===== src/rtl/crash_arbiter.sv =====
`default_nettype none
// ============================================================================
// Module      : crash_arbiter
// Description : Pixel-stream collision arbiter for enemy hits, player crashes
//               and the bomb inventory; registered pulses on the VGA clock.
// Revision    : 1.0 - initial release
// ============================================================================
module crash_arbiter #(
    parameter int ENEMY_NUM     = 8,
    parameter int ENEMY_IDX_W   = 3,
    parameter int INVULN_FRAMES = 60,
    parameter int INVULN_CNT_W  = 6,
    parameter int BOMB_INIT     = 1,
    parameter int BOMB_MAX      = 3,
    parameter int BOMB_W        = 2
) (
    input  logic                   clk_vga,
    input  logic                   rst,
    input  logic                   en_i,
    input  logic                   v_sync_i,
    input  logic                   me_alpha_i,
    input  logic                   bullet_alpha_i,
    input  logic                   enemy_alpha_i,
    input  logic [ENEMY_IDX_W-1:0] enemy_idx_i,
    input  logic                   bomb_req_i,
    input  logic                   bomb_add_i,
    output logic                   crash_enemy_bullet_o,
    output logic                   crash_me_enemy_o,
    output logic [ENEMY_IDX_W-1:0] crash_idx_o,
    output logic                   me_hit_o,
    output logic                   invuln_o,
    output logic                   bomb_o,
    output logic [BOMB_W-1:0]      bomb_cnt_o
);

    typedef enum logic [0:0] {
        ST_ARMED  = 1'b0,
        ST_INVULN = 1'b1
    } state_t;

    localparam logic [INVULN_CNT_W-1:0] c_invuln_load = INVULN_CNT_W'(INVULN_FRAMES);
    localparam logic [INVULN_CNT_W-1:0] c_invuln_last = INVULN_CNT_W'(1);
    localparam logic [BOMB_W-1:0]       c_bomb_init   = BOMB_W'(BOMB_INIT);
    localparam logic [BOMB_W-1:0]       c_bomb_max    = BOMB_W'(BOMB_MAX);
    localparam logic [BOMB_W-1:0]       c_bomb_one    = BOMB_W'(1);
    localparam logic [ENEMY_NUM-1:0]    c_slot_one    = ENEMY_NUM'(1);

    logic                    r_vsync_d;
    logic [ENEMY_NUM-1:0]    r_mask;
    state_t                  r_state;
    logic [INVULN_CNT_W-1:0] r_invuln_cnt;
    logic                    r_bomb_lock;
    logic [BOMB_W-1:0]       r_bomb_cnt;

    logic                    w_frame_start;
    logic [ENEMY_NUM-1:0]    w_mask_eff;
    logic [ENEMY_NUM-1:0]    w_mask_nxt;
    logic                    w_bullet_hit;
    logic                    w_me_crash;
    state_t                  w_state_nxt;
    logic [INVULN_CNT_W-1:0] w_invuln_cnt_nxt;
    logic                    w_lock_eff;
    logic                    w_fire;
    logic                    w_lock_nxt;
    logic [BOMB_W-1:0]       w_bomb_cnt_nxt;

    // Frame-start clears are applied before this cycle's hit/fire decisions.
    always_comb begin
        w_frame_start    = v_sync_i & ~r_vsync_d;
        w_mask_eff       = w_frame_start ? '0 : r_mask;
        w_bullet_hit     = en_i & bullet_alpha_i & enemy_alpha_i & ~w_mask_eff[enemy_idx_i];
        w_mask_nxt       = w_mask_eff;
        if (w_bullet_hit) begin
            w_mask_nxt = w_mask_eff | (c_slot_one << enemy_idx_i);
        end

        w_me_crash       = 1'b0;
        w_state_nxt      = r_state;
        w_invuln_cnt_nxt = r_invuln_cnt;
        case (r_state)
            ST_ARMED: begin
                w_me_crash = en_i & me_alpha_i & enemy_alpha_i;
                if (w_me_crash) begin
                    w_state_nxt      = ST_INVULN;
                    w_invuln_cnt_nxt = c_invuln_load;
                end
            end
            ST_INVULN: begin
                if (w_frame_start) begin
                    if (r_invuln_cnt == c_invuln_last) begin
                        w_state_nxt = ST_ARMED;
                    end
                    w_invuln_cnt_nxt = r_invuln_cnt - c_invuln_last;
                end
            end
            default: w_state_nxt = ST_ARMED;
        endcase

        w_lock_eff     = w_frame_start ? 1'b0 : r_bomb_lock;
        w_fire         = en_i & bomb_req_i & (r_bomb_cnt != '0) & ~w_lock_eff;
        w_lock_nxt     = w_lock_eff | w_fire;
        w_bomb_cnt_nxt = r_bomb_cnt;
        // Fire together with a pickup leaves the count unchanged.
        if (bomb_add_i && !w_fire) begin
            if (r_bomb_cnt != c_bomb_max) begin
                w_bomb_cnt_nxt = r_bomb_cnt + c_bomb_one;
            end
        end else if (w_fire && !bomb_add_i) begin
            w_bomb_cnt_nxt = r_bomb_cnt - c_bomb_one;
        end
    end

    always_ff @(posedge clk_vga) begin
        if (rst) begin
            r_vsync_d            <= 1'b0;
            r_mask               <= '0;
            r_state              <= ST_ARMED;
            r_invuln_cnt         <= '0;
            r_bomb_lock          <= 1'b0;
            r_bomb_cnt           <= c_bomb_init;
            crash_enemy_bullet_o <= 1'b0;
            crash_me_enemy_o     <= 1'b0;
            me_hit_o             <= 1'b0;
            crash_idx_o          <= '0;
            bomb_o               <= 1'b0;
        end else begin
            r_vsync_d            <= v_sync_i;
            r_mask               <= w_mask_nxt;
            r_state              <= w_state_nxt;
            r_invuln_cnt         <= w_invuln_cnt_nxt;
            r_bomb_lock          <= w_lock_nxt;
            r_bomb_cnt           <= w_bomb_cnt_nxt;
            crash_enemy_bullet_o <= w_bullet_hit;
            crash_me_enemy_o     <= w_me_crash;
            me_hit_o             <= w_me_crash;
            bomb_o               <= w_fire;
            if (w_bullet_hit || w_me_crash) begin
                crash_idx_o <= enemy_idx_i;
            end
        end
    end

    assign invuln_o   = (r_state == ST_INVULN);
    assign bomb_cnt_o = r_bomb_cnt;

endmodule
`default_nettype wire


===== config.mk =====
export PLATFORM = sky130hd
export DESIGN_NAME = crash_arbiter
export DESIGN_NICKNAME = d
export VERILOG_FILES = /design/src/rtl/crash_arbiter.sv
export SDC_FILE = /design/constraint.sdc
export NUM_CORES = 1
export LEC_CHECK = 0
export CAP_MARGIN = 20
export CORE_ASPECT_RATIO = 1.4
export CORE_MARGIN = 2
export CORE_UTILIZATION = 25
export CTS_CLUSTER_DIAMETER = 100
export DETAILED_ROUTE_END_ITERATION = 7
export GPL_TIMING_DRIVEN = 0
export MAX_ROUTING_LAYER = met4
export SLEW_MARGIN = 10
export SYNTH_ARGS = -nofsm -noshare
export SYNTH_HDL_FRONTEND = slang
export SYNTH_SLANG_ARGS = --single-unit

===== constraint.sdc =====
create_clock -name clk_vga -period 2.6 [get_ports clk_vga]
set_clock_uncertainty 0.1 [all_clocks]
set_input_delay 0.65 -clock clk_vga [delete_from_list [all_inputs] [get_ports clk_vga]]
set_output_delay 0.65 -clock clk_vga [all_outputs]
set_load 0.01 [all_outputs]

==> impl_summary.md <==
Global routing
Global routing used 10.7% of the available tracks across all layers. The global-route track usage on met2 is 19.6%. The largest net degree at the start of global routing is 16. The number of antenna violations at the first check in global routing is 0. After global routing, the most crowded layer is met2.

Summed over all layers, the global routing overflow is 0. The via count of the first global-routing pass was 898. The met1 track utilization from global routing is 10.9%. The first-pass GRT wire length is 3980 um. The met3 track demand over resource in global routing is 2.05%.

Synthesis
The largest total area in the synthesized netlist belongs to sky130_fd_sc_hd__dfxtp_1. Ranked by instance count, the synthesized netlist is headed by sky130_fd_sc_hd__dfxtp_1, sky130_fd_sc_hd__nor2_1, sky130_fd_sc_hd__a21oi_1, sky130_fd_sc_hd__a22oi_1, sky130_fd_sc_hd__nand2_1. The proportion of register bits with asynchronous set or reset after synthesis is 0%. The number of warning messages in the yosys log is 0. By area the synthesized netlist is led by sky130_fd_sc_hd__dfxtp_1, sky130_fd_sc_hd__nor2_1, sky130_fd_sc_hd__a21oi_1.

The combined area of all synthesized cells is 1090 um^2. The leading cell type by number of instances after synthesis is sky130_fd_sc_hd__dfxtp_1. Counting every instance in the synthesized netlist gives 120. For this run, the leading register cell type out of synthesis is sky130_fd_sc_hd__dfxtp_1. The synthesized netlist contains 32 unique library cells. The number of synthesized register bits is 25.

For this run, the register share of the synthesized area comes to 46.1%. The average instance in the mapped netlist occupies 9.05 um^2. When the netlist entered floorplanning its net count stood at 134. Of the post-synthesis cell area, the dominant cell type holds 46.1%. The synthesized design contains 0 enable-type register cells.

Route
The first-pass detailed-route iteration total is 4. For this run, design rule violations remaining after detail routing come to 0. The number of nets with antenna violations after routing is 0. The wire length reported by the detailed router is 2290 um. Using the TritonRoute via totals, the vias-per-cell ratio works out to 4.81. The detailed router's first-iteration violation count is 50. After detailed routing, the average wire length per cell comes to 12.2 um. The count of vias placed by the detailed router is 900.

Timing
The number of pins with negative max-slew slack in the final report is 0. Headroom to the max-slew limit came out at 68.4%. The post-layout minimum cycle time is 2.30 ns. The total of endpoints with negative setup slack in the final report is 0. At the pin with the least slew margin, the transition time is 0.474 ns. The final period utilization is 88.4%. In the final timing run, aggregate negative setup slack is 0 ns. The tightest hold path in the finished design has a slack of 0.365 ns. The timing-limited maximum frequency is 435 MHz. Setup repair after global routing left no endpoint under its margin. The number of failing hold endpoints at the final stage is 0.

Power and ir drop
The leakage power total is 0.500 nW. The maximum vdd drop is 210 uV. Dividing total power by cell area gives a power density of 555 nW/um^2.

Worst setup path
The maximum fanout along the worst path is 4. Data on the critical path arrives at its endpoint at 2.34 ns. The type of the worst setup path is in -> reg.

The required time reported for the critical path endpoint is 2.64 ns. The worst setup path is captured at a register. The launching element type of the critical path is a primary input.

Place
The wire-length estimate of the detail-placed layout is 1830 um. The quantity of I/O buffers inserted on ports is 18. After detailed placement, the total cell area comes to 1320 um^2. The final weighted congestion of routability-driven global placement is 0.870.

Die
22 I/O pins were placed. In this run the core area contains 28 standard-cell rows. The die covers 4890 um^2. The core box area is 4200 um^2. The initial utilization of the core area, before any placement, comes to 25.8%. The die is 82.0 um tall. The die is 59.7 um wide.

Clock tree
TritonCTS created 3 clock buffers. The hold buffer count at cts is 0. The number of setup buffers added after CTS is 0. The total number of H-tree levels is 1.

Clock latency on the worst-skew pair, taken at its later pin, is 0.27 ns. The cell sitting at the root of the clock tree is a sky130_fd_sc_hd__clkbuf_8. TritonCTS built the clock tree. The sink count of the clock tree is 25. The clock transition at the registers of the reported paths is 0.08 ns. The total of cells resized after clock tree synthesis is 0. The number of buffers on the longest clock path is 2.

Job
Max-cap violations in this run came to 0.

Hold path
The path class of the tightest hold or removal check is reg -> reg.

Layout
The net count of the finished layout is 157. The post-route core utilization is 32.6%. Compared with the post-synthesis result, the final layout area differs by 26.3%. The final design instance area without fill is 1370 um^2. The fraction of layout instances using a drive strength above 1 is 8.45%.

The diode insertion count for antenna repair is 0.

Outcome
The run finished with clean final reports.
## kinds of logic after synthesis
| kind of cell | after synthesis | synth area share, % |
|---|---|---|
| DFF | 25 | 46.1 |
| AOI/OAI and AO/OA | 29 | 17.5 |
| and+or+nand+nor | 46 | 20.4 |
| xor gates and xnor gates | 4 | 3.23 |
| adders and majority gates | 2 | 2.30 |
| buffers and inverters | 10 | 4.49 |
| muxes | 4 | 5.99 |
## stage by stage
step           power (mW)  worst slack, ns  instances
2_1_floorplan       0.488            0.585        120
3_3_place_gp        0.534           0.0305        183
3_5_place_dp        0.538           0.0225        183
4_1_cts             0.768            0.296        187
5_1_grt             0.801            0.214        187
6_report            0.761            0.301        187
## where the power goes
part	internal, mW	switching [mW]
sequential	0.401	0.0150
combinational	0.0578	0.0543
clock	0.109	0.124
## area by class of cell
| class | count | area (um^2) |
|---|---|---|
| inverters | 3 | 11.3 |
| clock inverters | 1 | 7.51 |
| plain buffers | 7 | 37.5 |
| fillers | 447 | 2830 |
| clock buffers | 3 | 41.3 |
| flip-flops and latches | 25 | 500 |
| well taps | 45 | 56.3 |
| multi-input cells | 85 | 537 |
| repair buffers | 18 | 180 |
## per-layer routing
| layer | routed length [um] | vias up |
|---|---|---|
| li1 | - | 462 |
| met5 | 0 | - |
| met1 | 943 | 417 |
| met3 | 83 | 4 |
| met4 | 36 | 0 |
| met2 | 1220 | 17 |
## final timing paths
kind	startpoint	to	slack (ns)	cells past startpoint
hold / removal	r_bomb_lock	r_bomb_lock	0.36	2
setup reg to reg	invuln_o	r_invuln_cnt[5]	0.83	5
hold reg to reg	r_bomb_lock	r_bomb_lock	0.36	2
setup / recovery	en_i	r_invuln_cnt[5]	0.30	6
## state kept, by name (all words and copies together), names as in the netlist
signal / cells
crash_idx_o: 3
me_hit_o: 1
crash_enemy_bullet_o: 1
r_mask: 8
r_invuln_cnt: 6
bomb_o: 1
invuln_o: 1
r_vsync_d: 1
r_bomb_lock: 1
bomb_cnt_o: 2
## cells in the final DEF (no fill, tap or decap), types with 3 or more instances in the layout
master / count
sky130_fd_sc_hd__a22oi_1: 6
sky130_fd_sc_hd__clkbuf_8: 3
sky130_fd_sc_hd__nor2b_1: 4
sky130_fd_sc_hd__inv_1: 3
sky130_fd_sc_hd__dfxtp_1: 25
sky130_fd_sc_hd__clkbuf_1: 5
sky130_fd_sc_hd__nand2_1: 6
sky130_fd_sc_hd__o21ai_0: 4
sky130_fd_sc_hd__clkdlybuf4s50_1: 18
sky130_fd_sc_hd__a21oi_1: 11
sky130_fd_sc_hd__nor2_1: 23
sky130_fd_sc_hd__nand3_1: 4
## critical path, cell delays in order
cell and delay, ns:
sky130_fd_sc_hd__clkdlybuf4s50_1 0.55, sky130_fd_sc_hd__and4b_2 0.29, sky130_fd_sc_hd__a21oi_1 0.09, sky130_fd_sc_hd__or4_1 0.52, sky130_fd_sc_hd__xor2_1 0.16, sky130_fd_sc_hd__a21oi_1 0.08
Power figures use the tool's default switching activity.
